--- src/rtl/pipe_hazard_ctrl.sv ---
// Pipeline hazard controller: load-use stall, branch flush and
// data-memory wait handling for a classic 5-stage pipeline.
module pipe_hazard_ctrl #(
    parameter int WAIT_LIMIT = 255,
    parameter int CNT_W      = 16
) (
    input  logic             clk,
    input  logic             rst,
    input  logic [4:0]       if_id_rs,
    input  logic [4:0]       if_id_rt,
    input  logic             id_ex_memread,
    input  logic [4:0]       id_ex_rt,
    input  logic             ex_branch_taken,
    input  logic             mem_req,
    input  logic             mem_ready,
    output logic             pc_write,
    output logic             if_id_write,
    output logic             if_id_flush,
    output logic             id_ex_bubble,
    output logic             id_ex_hold,
    output logic             ex_mem_hold,
    output logic [1:0]       state,
    output logic [CNT_W-1:0] stall_count,
    output logic [CNT_W-1:0] flush_count,
    output logic             mem_timeout
);

    localparam int WW = $clog2(WAIT_LIMIT + 1);
    localparam logic [WW-1:0] LIM = WW'(WAIT_LIMIT);

    typedef enum logic [1:0] {
        RUN      = 2'd0,
        FLUSH    = 2'd1,
        MEM_WAIT = 2'd2
    } state_t;

    state_t           r_state;
    state_t           w_next;
    logic [WW-1:0]    r_wait;
    logic [WW-1:0]    w_wait_nxt;
    logic             r_timeout;
    logic [CNT_W-1:0] r_stall_cnt;
    logic [CNT_W-1:0] r_flush_cnt;
    logic             w_lu;
    logic             w_ms;
    logic             w_flush_entry;
    logic             w_wait_entry;

    assign w_ms = mem_req & ~mem_ready;
    assign w_lu = id_ex_memread && (id_ex_rt != 5'd0) &&
                  ((id_ex_rt == if_id_rs) || (id_ex_rt == if_id_rt));

    always_comb begin
        w_next       = r_state;
        pc_write     = 1'b1;
        if_id_write  = 1'b1;
        if_id_flush  = 1'b0;
        id_ex_bubble = 1'b0;
        id_ex_hold   = 1'b0;
        ex_mem_hold  = 1'b0;
        if (rst) begin
            w_next      = RUN;
            pc_write    = 1'b0;
            if_id_write = 1'b0;
        end else begin
            unique case (r_state)
                RUN: begin
                    if (w_ms) begin
                        pc_write    = 1'b0;
                        if_id_write = 1'b0;
                        id_ex_hold  = 1'b1;
                        ex_mem_hold = 1'b1;
                        w_next      = MEM_WAIT;
                    end else if (ex_branch_taken) begin
                        if_id_flush  = 1'b1;
                        id_ex_bubble = 1'b1;
                        w_next       = FLUSH;
                    end else if (w_lu) begin
                        pc_write     = 1'b0;
                        if_id_write  = 1'b0;
                        id_ex_bubble = 1'b1;
                    end
                end
                FLUSH: begin
                    if (w_ms) begin
                        pc_write    = 1'b0;
                        if_id_write = 1'b0;
                        id_ex_hold  = 1'b1;
                        ex_mem_hold = 1'b1;
                        w_next      = MEM_WAIT;
                    end else begin
                        id_ex_bubble = 1'b1;
                        w_next       = RUN;
                    end
                end
                MEM_WAIT: begin
                    // release is combinational on the ready cycle
                    if (mem_ready) begin
                        w_next = RUN;
                    end else begin
                        pc_write    = 1'b0;
                        if_id_write = 1'b0;
                        id_ex_hold  = 1'b1;
                        ex_mem_hold = 1'b1;
                    end
                end
                default: w_next = RUN;
            endcase
        end
    end

    assign w_flush_entry = (r_state == RUN) && (w_next == FLUSH);
    assign w_wait_entry  = (r_state != MEM_WAIT) && (w_next == MEM_WAIT);

    always_comb begin
        w_wait_nxt = r_wait;
        if (w_wait_entry) begin
            w_wait_nxt = '0;
        end else if ((r_state == MEM_WAIT) && !mem_ready &&
                     (r_wait != LIM)) begin
            w_wait_nxt = r_wait + 1'b1;
        end
    end

    always_ff @(posedge clk or posedge rst) begin
        if (rst) begin
            r_state     <= RUN;
            r_wait      <= '0;
            r_timeout   <= 1'b0;
            r_stall_cnt <= '0;
            r_flush_cnt <= '0;
        end else begin
            r_state <= w_next;
            r_wait  <= w_wait_nxt;
            if ((r_state == MEM_WAIT) && (w_wait_nxt == LIM)) begin
                r_timeout <= 1'b1;
            end
            if (!pc_write && !(&r_stall_cnt)) begin
                r_stall_cnt <= r_stall_cnt + 1'b1;
            end
            if (w_flush_entry && !(&r_flush_cnt)) begin
                r_flush_cnt <= r_flush_cnt + 1'b1;
            end
        end
    end

    assign state       = r_state;
    assign stall_count = r_stall_cnt;
    assign flush_count = r_flush_cnt;
    assign mem_timeout = r_timeout;

endmodule
--- config.mk ---
export PLATFORM = sky130hd
export DESIGN_NAME = pipe_hazard_ctrl
export DESIGN_NICKNAME = d
export VERILOG_FILES = /design/src/rtl/pipe_hazard_ctrl.sv
export SDC_FILE = /design/constraint.sdc
export NUM_CORES = 1
export LEC_CHECK = 0
export ABC_CLOCK_PERIOD_IN_PS = 2600
export BUFFER_PORTS_ARGS = -buffer_cell sky130_fd_sc_hd__buf_2
export CAP_MARGIN = 20
export CORE_MARGIN = 2
export CORE_UTILIZATION = 40
export DETAILED_ROUTE_END_ITERATION = 8
export PLACE_DENSITY_LB_ADDON = 0.08
export RECOVER_POWER = 100
export SKIP_CTS_REPAIR_TIMING = 1
export SLEW_MARGIN = 5
export SYNTH_ARGS = -nofsm -noshare
export SYNTH_HDL_FRONTEND = slang
export SYNTH_SLANG_ARGS = --single-unit
--- constraint.sdc ---
create_clock -name clk -period 2.6 [get_ports clk]
set_input_delay 0.39 -clock clk [delete_from_list [all_inputs] [get_ports clk]]
set_output_delay 0.39 -clock clk [all_outputs]
set_load 0.01 [all_outputs]
Yosys cells after proc, flatten, opt, wreduce, memory -nomap -nowiden
Cells that the tools add are included.

Flip-flop bits (word level): 43. Output and inout port bits: 41. Input port bits: 21. Logic and storage cells: 66.

Reduce and logical (&&, ||, !) cells: 19. Multiplexer cells: 28. Bitwise logic cells: 2. Add/subtract/negate cells: 3. Equality and inequality tests: 9.

Operators by type and width (number): 16-bit by 1-bit adder with 16-bit output (second input constant) (2); 16-bit AND reduction (2); 1-bit 2-to-1 mux (17); 8-bit 2-to-1 mux (2); 5-bit equality test (2); 2-bit 2-to-1 mux (5); 1-bit logical AND (9); 8-bit by 1-bit adder with 8-bit output (second input constant) (1); 8-bit equality test (second input constant) (1); 8-bit inequality test (second input constant) (1); 2-bit case mux with 3 select lines (1); 5-bit nonzero test (1); 2-bit by 1-bit equality test with 1-bit output (second input constant) (2); 2-bit equality test (second input constant) (2); 1-bit zero test (4); 1-bit case mux with 2 select lines (2); 1-bit case mux with 3 select lines (1); 2-bit zero test (1); 2-bit inequality test (second input constant) (1); 2-bit OR reduction (1); 1-bit AND (1); 1-bit logical OR (1); 1-bit NOT (1).

Logic depth before layout (Yosys ltp)
Gate-level depths: netlist of the first run.

Word-level depth: 10. Gate-level depth with buffers: 8. Gate-level depth less buffers: 7.

Worst setup path before layout of the first run
OpenSTA, ideal clock, no wires.

Path type: register to register. Start: reg r_state[1], in the netlist state[1]. End: reg r_stall_cnt[12], in the netlist stall_count[12]. Required time: 2.475 ns. Cell stages (with the launch flop): 7. Library setup time: 0.125 ns. Buffers on the path: 0. Slack: 0.673 ns. Arrival: 1.802 ns. Period minus slack after synthesis: 1.927 ns. Cells stage by stage: dfrtp_1 -> nand2b_1 -> a211oi_1 -> nand3_1 -> o21a_1 -> nor2_1 -> mux2_2.

Word-level cells in the longest chain between the ends: 5. Elaborated cells on any way between the ends: 7. Those cells by class: eq/ne (2); mux (2); reduce/logical (3).

RTL lines: start, declared (RTL line 37) `state_t r_state;`; start signal, assigned (RTL line 133) `r_state <= w_next;`; 2-bit equality test (tied with other cells); 1-bit case mux with 3 select lines (*); 1-bit 2-to-1 mux (*); net if_id_write (RTL line 17) `output logic if_id_write,`; 1-bit zero test (*) (RTL line 138) `if (!pc_write && !(&r_stall_cnt)) begin`; 1-bit logical AND (*) (RTL line 138); end signal, assigned (RTL line 139) `r_stall_cnt <= r_stall_cnt + 1'b1;`; end, declared (RTL line 42) `logic [CNT_W-1:0] r_stall_cnt;`.

Mark *: on every way through the listed nets, which the timed path passes. The rest lies on a longest branch. A chain may end at the register's enable or synchronous reset.

Worst setup path in the final report of the first run
Start: reg r_state[1], in the netlist state[1]. End: reg r_stall_cnt[1], in the netlist stall_count[1].

Word-level cells in the longest chain between the ends: 5. Elaborated cells on any way between the ends: 7. Those cells by class: eq/ne (2); mux (2); reduce/logical (3).

RTL lines: 2-bit equality test (tied with other cells) (RTL line 66) `unique case (r_state)`; 1-bit case mux with 3 select lines (*) (RTL line 66); 1-bit 2-to-1 mux (*) (RTL line 61) `if (rst) begin`; 1-bit zero test (*) (RTL line 138); 1-bit logical AND (*) (RTL line 138).

Every way passes the cells marked *; elsewhere a longest branch is shown, timed or not.

==> impl_metrics.json, run 1 <==
{
  "portBuffers": 61,
  "synth_edf_count": 0,
  "wl_per_cell_um": 13.1,
  "p_leak_nw": 1.24,
  "r2r-end": "stall_count[1]",
  "skew_ns": 0.00661,
  "setup_violations": 0,
  "drive_gt1_frac": 0.113,
  "seq_area_frac_synth": 0.454,
  "core_mm2": 0.00582,
  "p_per_area_mw_per_mm2": 622,
  "drtPass1Iterations": 4,
  "required_ns": 2.77,
  "fillers": 594,
  "dieArea_mm2": 0.00656,
  "synth_nets": 259,
  "cts.sinks": 43,
  "hp-class": "in -> async",
  "maxCapViolCount": 0,
  "worstSetupPathType": "reg -> reg",
  "clkTransAtPathRegs_ns": 0.08,
  "antenna_cells": 0,
  "critPathLaunchType": "register",
  "vdd_drop_max_uv": 381,
  "syn-mean-instance-area_um2": 10.1,
  "path_max_fanout": 11,
  "clock_path_buffers": 2,
  "ys_top_cells_by_area": "dfrtp_1 (45%), xnor2_1 (8.5%), xor2_1 (6.6%), and3_1 (3.7%), nand2_1 (3.3%)",
  "drv_slew": 0,
  "synth_largest_area_cell": "dfrtp_1",
  "viasPerCell": 5.00,
  "r2r_cells": 6,
  "gr-usage-met3": 0.0389,
  "grt_pass1_vias": 1706,
  "dp_hpwl_um": 3720,
  "yosysWarnings": 0,
  "status": "complete, no violations",
  "cts_inserted_buffers": 5,
  "path_buf_inv": 1,
  "die_h_um": 81.0,
  "antenna_found_initial": 0,
  "dr.first_iter.drc_count": 37,
  "synth-seq-cells": 43,
  "grt-busiest-layer": "met2",
  "netlist.area_leader.share": 0.454,
  "boundaryPins": 62,
  "crit_chain": "nand2b_1, a211oi_1, o2111ai_1, o21ai_1, clkbuf_1, mux2_2",
  "clock_latency_ns": 0.29,
  "cts.htree.levels": 2,
  "async_reset_ff_frac": 1.00,
  "rsz0062_at_grt": "no",
  "use_met2": 0.237,
  "synthCells": 235,
  "slowest_stage": "dfrtp_1",
  "path_delay_family": "compound AO/OA/AOI/OAI gates",
  "max_stage_delay_ns": 0.49,
  "period_needed_ns": 2.31,
  "grt_max_degree": 23,
  "drc": 0,
  "area.growth.synth_to_final_pct": 17.0,
  "grt_pass1_wl_um": 8090,
  "die_x_um": 81.0,
  "fin_crit_sh": 0.887,
  "cts_root_buffer": "clkbuf_8",
  "routed-via-count": 1881,
  "fp-row-count": 28,
  "globalRouteOverflowTotal": 0,
  "start_util": 0.408,
  "max_slew_margin": 0.242,
  "met1_usage": 0.226,
  "finalHoldViolCount": 0,
  "grtUsageTotal": 0.159,
  "ys_types": 46,
  "cts_tree": "done",
  "cp-end-kind": "register",
  "drtAntennaViolNets": 0,
  "setup-tns-final_ns": 0,
  "r2r-start": "state[1]",
  "final_core_util": 0.477,
  "wl_um": 4910,
  "worst_pin_slew_ns": 1.14,
  "design_area_mm2": 0.00277,
  "r2r_slack_ns": 0.29,
  "max_freq_ghz": 0.433,
  "gp_congestion": 0.776,
  "crit_arrival_ns": 2.48,
  "nets": 324,
  "syn_area_mm2": 0.00237,
  "synth_flop_cell": "dfrtp_1",
  "placed_area_mm2": 0.00275,
  "total_power_mw": 1.73
}
[cell usage after synthesis, types with 2 or more instances]
master,n
and3_1,14
xnor2_1,23
buf_4,4
nand2_1,21
dfrtp_1,43
ha_1,3
nor2b_1,2
and4_1,2
nand4_1,10
o31a_1,2
a21oi_1,5
nand2b_1,3
o21ai_0,5
xor2_1,18
o21a_1,3
and2_1,3
nor2_1,16
a211oi_1,4
mux2_2,3
inv_1,6
nand3_1,11
o22ai_1,2
o211ai_1,2
nor3_1,8
[sequential cells by signal (all words and copies together), names as in the netlist]
name	flops
flush_count	16
stall_count	16
mem_timeout	1
r_wait	8
state	2
[through the flow]
stage | hold slack [ns] | setup WS [ns] | instances
detailed placement | 0.462 | 0.498 | 368
global route | 0.283 | 0.0948 | 376
CTS | 0.144 | 0.286 | 376
global placement | 0.473 | 0.545 | 368
finish | 0.252 | 0.293 | 376
floorplan | 0.493 | 0.673 | 235
[how the worst max path moves through the flow]
stage                    from              end  cells past startpoint  slack (ns)
finish               state[1]   stall_count[1]                      6        0.29
CTS                  state[1]         pc_write                      5        0.29
detailed placement  mem_ready  flush_count[15]                      7        0.50
global route         state[1]   stall_count[5]                      7        0.09
global placement    mem_ready  flush_count[15]                      7        0.54
floorplan            state[1]  stall_count[12]                      6        0.67
[power by group]
part	leakage (nW)	switching (mW)	internal, mW
Sequential	0.568	0.128	0.768
Combinational	0.621	0.200	0.174
Clock	0.0515	0.214	0.242
Total	1.24	0.542	1.18
[cell usage in the layout, fill, tap and decap left out, types with 2 or more instances in the layout]
master and n:
clkbuf_1 46, dfrtp_1 43, xnor2_1 23, nand2_1 21, buf_2 19, xor2_1 18, nor2_1 16, and3_1 14
nand3_1 11, nand4_1 10, nor3_1 8, clkbuf_8 7, inv_1 6, a21oi_1 5, o21ai_0 5, nand2b_1 4
a211oi_1 4, o21a_1 3, mux2_2 3, ha_1 3, and4_1 2, o211ai_1 2, and2_1 2, o22ai_1 2
o31a_1 2, nor2b_1 2
[routing by layer]
metal | share of wire | routed length [µm]
met5 | 0 | 0
met4 | 0.015 | 75
met3 | 0.059 | 291
met2 | 0.43 | 2110
met1 | 0.50 | 2440
[layout make-up]
class / instances / area (µm²) / share of cell area
tap: 75 / 93.8 / 0.0338
inverter: 6 / 22.5 / 0.00812
sequential: 43 / 1080 / 0.388
multi-input combinational: 179 / 1210 / 0.436
clock buffer: 8 / 100 / 0.0361
timing repair buffer: 65 / 272 / 0.0979
[cell families after synthesis]
| logic type | count (synthesis) | share of synthesized area |
|---|---|---|
| simple gates | 97 | 0.221 |
| flops | 43 | 0.454 |
| xor+xnor | 41 | 0.151 |
| compound gates | 35 | 0.113 |
| buf+inv | 13 | 0.0306 |
| mux | 3 | 0.0142 |
| fa+ha+maj | 3 | 0.0158 |
No activity file was read; power rests on OpenSTA's default activity.
==> run 2, diff against run 1 <==
--- a/config.mk
+++ b/config.mk
@@ -8,6 +8,8 @@
 export ABC_CLOCK_PERIOD_IN_PS = 2600
 export BUFFER_PORTS_ARGS = -buffer_cell sky130_fd_sc_hd__buf_2
 export CAP_MARGIN = 20
+export CELL_PAD_IN_SITES_DETAIL_PLACEMENT = 1
+export CELL_PAD_IN_SITES_GLOBAL_PLACEMENT = 1
 export CORE_MARGIN = 2
 export CORE_UTILIZATION = 40
 export DETAILED_ROUTE_END_ITERATION = 8
==> run 2 against run 1 <==
  * Design area fell by 0.23%
  * Clock power fell by 7.9%
  * Worst setup slack got worse by 0.016 ns
  * Register-to-register slack improved by 0.17 ns
  * Clock-buffer cell count fell by 2
  * Critical path depth fell by 1
  * Critical path type is now reg -> out
  * Largest power group unchanged
  * Highest routed layer unchanged
==> impl_metrics.json, run 2 (synthesized netlist as in run 1, its figures left out) <==
{
  "status": "complete, no violations",
  "skew_ns": 0.0108,
  "cts_root_buffer": "clkbuf_8",
  "grt_max_degree": 25,
  "critPathLaunchType": "register",
  "p_leak_nw": 1.24,
  "clock_path_buffers": 2,
  "drv_slew": 0,
  "cp-end-kind": "output port",
  "wl_um": 5440,
  "setup-tns-final_ns": 0,
  "antenna_found_initial": 0,
  "nets": 324,
  "max_freq_ghz": 0.430,
  "start_util": 0.408,
  "die_x_um": 81.0,
  "required_ns": 2.21,
  "core_mm2": 0.00582,
  "clkPwrFrac": 0.245,
  "p_per_area_mw_per_mm2": 618,
  "hp-class": "in -> reg",
  "setup_violations": 0,
  "vdd_drop_max_uv": 414,
  "globalRouteOverflowTotal": 0,
  "stdcell_count": 376,
  "p_int_mw": 1.13,
  "cts.sinks": 43,
  "worst_pin_slew_ns": 1.29,
  "fin_crit_sh": 0.893,
  "max_slew_margin": 0.137,
  "worstSetupPathType": "reg -> out",
  "finalHoldViolCount": 0,
  "maxCapViolCount": 0,
  "swShare": 0.338,
  "boundaryPins": 62,
  "grt_pass1_vias": 1921,
  "grtUsageTotal": 0.174,
  "drtPass1Iterations": 2,
  "cts_tree": "done",
  "portBuffers": 61,
  "wl_per_cell_um": 14.5,
  "path_max_fanout": 9,
  "cts.htree.levels": 2,
  "routed-via-count": 1959,
  "rsz0062_at_grt": "no",
  "comb_power_share": 0.226,
  "antenna_cells": 0,
  "clkTransAtPathRegs_ns": 0.08,
  "drc": 0,
  "area.growth.synth_to_final_pct": 16.7,
  "dieArea_mm2": 0.00656,
  "cts_inserted_buffers": 5,
  "drive_gt1_frac": 0.120,
  "die_h_um": 81.0,
  "final_cell_mix": "clkbuf_1 (45), dfrtp_1 (43), xnor2_1 (23)",
  "viasPerCell": 5.21,
  "power.switching_mw": 0.578,
  "final_common_cell": "clkbuf_1",
  "period_needed_ns": 2.32,
  "dr.first_iter.drc_count": 40,
  "crit_arrival_ns": 1.93,
  "dp_hpwl_um": 4140,
  "grt_pass1_wl_um": 8870,
  "pwr-share-seq": 0.529,
  "dp.cells": 368,
  "gp_congestion": 0.721,
  "final_core_util": 0.476,
  "drtAntennaViolNets": 0,
  "fp-row-count": 28,
  "clock_latency_ns": 0.30
}
run 2: cell types whose count changed in the layout (fill, tap and decap cells not counted):
cell        previous run  this run
clkbuf_8               7         5
o31ai_1                1         0
o21ai_0                5         6
clkbuf_1              46        45
clkinvlp_4             0         1
buf_4                  1         2
o21ai_1                1         0
o31ai_2                0         1
clkinv_2               0         1
run 2: layout make-up:
type                       count  area [µm²]
tap                           75        93.8
clock buffer                   6        72.6
multi-input combinational    179        1210
fill                         725        3050
timing repair buffer          65         275
sequential                    43        1080
inverter                       6        22.5
clock inverter                 2        12.5
run 2: power by group through the flow:
stage	clock network, mW	logic [mW]	registers (mW)
floorplan	0	0.216	0.929
global placement	0	0.410	0.910
detailed placement	0	0.422	0.912
CTS	0.434	0.426	0.903
global route	0.462	0.434	0.925
finish	0.420	0.386	0.905
run 2: worst max-delay path: stages (launching register included):
cell and delay, ns:
dfrtp_1 0.49, nand2b_1 0.26, a211oi_1 0.37, nand3_1 0.17
o21a_1 0.22, clkbuf_1 0.13
run 2: per-stage QoR:
step | hold WS [ns] | setup slack, ns | power, mW | area, µm²
final | 0.361 | 0.277 | 1.71 | 2770
after CTS | 0.253 | 0.250 | 1.76 | 2840
after global routing | 0.375 | 0.0956 | 1.82 | 2770
after floorplan | 0.493 | 0.673 | 1.15 | 2370
after detailed placement | 0.467 | 0.481 | 1.33 | 2750
after global placement | 0.470 | 0.542 | 1.32 | 2750
run 2: final timing paths:
check | depth (start not counted) | slack, ns | from | endpoint
max | 5 | 0.28 | state[1] | pc_write
min | 2 | 0.36 | mem_ready | state[1]
max reg2reg | 6 | 0.46 | state[0] | flush_count[15]
min reg2reg | 1 | 0.49 | mem_timeout | mem_timeout
max in group asynchronous | 3 | 1.08 | rst | stall_count[9]
min in group asynchronous | 3 | 0.65 | rst | r_wait[0]
run 2: metal layers:
| layer | vias up | global-route usage | share of wire | wire, µm |
|---|---|---|---|---|
| met5 | - | 0 | 0 | 0 |
| met4 | 0 | 0.0661 | 0.014 | 75 |
| met3 | 7 | 0.0300 | 0.039 | 210 |
| met2 | 34 | 0.286 | 0.47 | 2550 |
| met1 | 964 | 0.231 | 0.48 | 2600 |
| li1 | 954 | - | - | - |
==> run 3, diff against run 2 <==
--- a/config.mk
+++ b/config.mk
@@ -10,7 +10,6 @@
 export CAP_MARGIN = 20
 export CELL_PAD_IN_SITES_DETAIL_PLACEMENT = 1
 export CELL_PAD_IN_SITES_GLOBAL_PLACEMENT = 1
-export CORE_MARGIN = 2
 export CORE_UTILIZATION = 40
 export DETAILED_ROUTE_END_ITERATION = 8
 export PLACE_DENSITY_LB_ADDON = 0.08
==> constraint.sdc (replaced) <==
create_clock -name clk -period 2.6 [get_ports clk]
set_input_delay 0 -clock clk [delete_from_list [all_inputs] [get_ports clk]]
set_output_delay 0 -clock clk [all_outputs]
set_load 0.01 [all_outputs]
==> run 3 against run 2 <==
  * Clock power up 7.6%
  * Via count up 0.20%
  * Register-to-register slack worse by 0.08 ns
  * Global-route usage up 1.7 points
  * Hold slack worse by 0.30 ns
  * Design area up 0.77%
  * Core utilization up 2.1 points
  * Sequential cell count unchanged
  * Wire length about the same
  * Power up 1.4%
  * Maximum frequency up 4.6%
  * Clock skew down 0.0022 ns
==> impl_metrics.json, run 3 (synthesized netlist as in run 1, its figures left out) <==
{
  "status": "complete, no violations",
  "p_int_mw": 1.16,
  "path_max_fanout": 9,
  "finalHoldViolCount": 0,
  "fp-row-count": 27,
  "routed-via-count": 1963,
  "maxCapViolCount": 0,
  "core_mm2": 0.00561,
  "pwr-share-seq": 0.516,
  "dp_hpwl_um": 4110,
  "cp-end-kind": "register",
  "drtPass1Iterations": 6,
  "cts_inserted_buffers": 5,
  "whs_ns": 0.0593,
  "clock_path_buffers": 2,
  "layout_setup_ws_ns": 0.379,
  "gp_congestion": 0.758,
  "p_per_area_mw_per_mm2": 622,
  "cts.htree.levels": 2,
  "boundaryPins": 62,
  "max_slew_margin": 0.410,
  "start_util": 0.423,
  "max_freq_ghz": 0.450,
  "dieArea_mm2": 0.00624,
  "p_leak_nw": 1.25,
  "dp.cells": 365,
  "wl_per_cell_um": 14.5,
  "setup_violations": 0,
  "vdd_drop_max_uv": 465,
  "die_x_um": 79.0,
  "rsz0062_at_grt": "no",
  "grt_pass1_vias": 1988,
  "period_needed_ns": 2.22,
  "nets": 326,
  "wl_um": 5440,
  "fin_crit_sh": 0.854,
  "grt_max_degree": 21,
  "setup-tns-final_ns": 0,
  "critPathLaunchType": "register",
  "fillers": 715,
  "drc": 0,
  "clock_latency_ns": 0.30,
  "antenna_cells": 0,
  "drive_gt1_frac": 0.116,
  "clkPwrFrac": 0.260,
  "worstSetupPathType": "reg -> reg",
  "clkTransAtPathRegs_ns": 0.09,
  "hp-class": "in -> async",
  "portBuffers": 61,
  "cts_root_buffer": "clkbuf_8",
  "grtUsageTotal": 0.191,
  "grt_pass1_wl_um": 9320,
  "worst_pin_slew_ns": 0.884,
  "drtAntennaViolNets": 0,
  "crit_arrival_ns": 2.40,
  "drv_slew": 0,
  "swShare": 0.329,
  "dr.first_iter.drc_count": 37,
  "stdcell_count": 375,
  "viasPerCell": 5.23,
  "cts_tree": "done",
  "die_h_um": 79.0,
  "skew_ns": 0.00862,
  "final_common_cell": "clkbuf_1",
  "required_ns": 2.78,
  "post-place-ws_ns": 0.512,
  "antenna_found_initial": 0,
  "cts.sinks": 43,
  "globalRouteOverflowTotal": 0,
  "final_cell_mix": "clkbuf_1 (45), dfrtp_1 (43), xnor2_1 (23)",
  "area.growth.synth_to_final_pct": 17.6,
  "comb_power_share": 0.223,
  "power.switching_mw": 0.571
}
==> run 3: changes by cell type in the layout (fill, tap and decap cells not counted), sizes merged <==
cell	delta
dlygate4sd3	+2
clkinvlp	-1
clkbuf	+1
==> run 3: worst paths after layout <==
check	from	end	slack (ns)	cells after the start
setup / recovery	state[1]	stall_count[13]	0.38	6
hold / removal	rst	state[1]	0.06	2
setup reg to reg	state[1]	stall_count[13]	0.38	6
hold reg to reg	mem_timeout	mem_timeout	0.49	1
max in group asynchronous	rst	flush_count[8]	1.29	3
min in group clk	ex_branch_taken	state[0]	0.10	3
==> run 3: critical path, cell delays in order (launching register included) <==
cell      delay, ns
dfrtp_1        0.50
nand2b_1       0.27
a211oi_1       0.35
nand3_1        0.17
o31ai_1        0.48
nand3_1        0.17
xnor2_1        0.15
==> run 3: power groups by stage <==
stage	registers [mW]	clock network (mW)	logic, mW
final	0.896	0.452	0.387
after global routing	0.917	0.490	0.437
after CTS	0.897	0.471	0.421
after detailed placement	0.909	0	0.417
after global placement	0.906	0	0.408
after floorplan	0.929	0	0.216
==> run 3: per-layer routing <==
layer | track usage | part of all wire
met1 | 0.249 | 0.47
met2 | 0.319 | 0.48
met3 | 0.0379 | 0.038
met4 | 0.0600 | 0.013
met5 | 0 | 0
==> run 3: area by class of cell <==
class / instances / area (µm²) / area share
clock buffers: 7 / 86.3 / 0.0310
clock inverters: 1 / 8.76 / 0.00314
inverters: 6 / 22.5 / 0.00808
multi-input cells: 179 / 1210 / 0.434
flip-flops and latches: 43 / 1080 / 0.386
well taps: 72 / 90.1 / 0.0323
repair buffers: 67 / 295 / 0.106
==> run 3: metrics by stage <==
stage	instance area (µm²)	power, mW	utilization
final	2790	1.73	0.497
after global routing	2790	1.84	0.497
after CTS	2840	1.79	0.507
after detailed placement	2750	1.33	0.490
after global placement	2750	1.31	0.490
after floorplan	2370	1.15	-
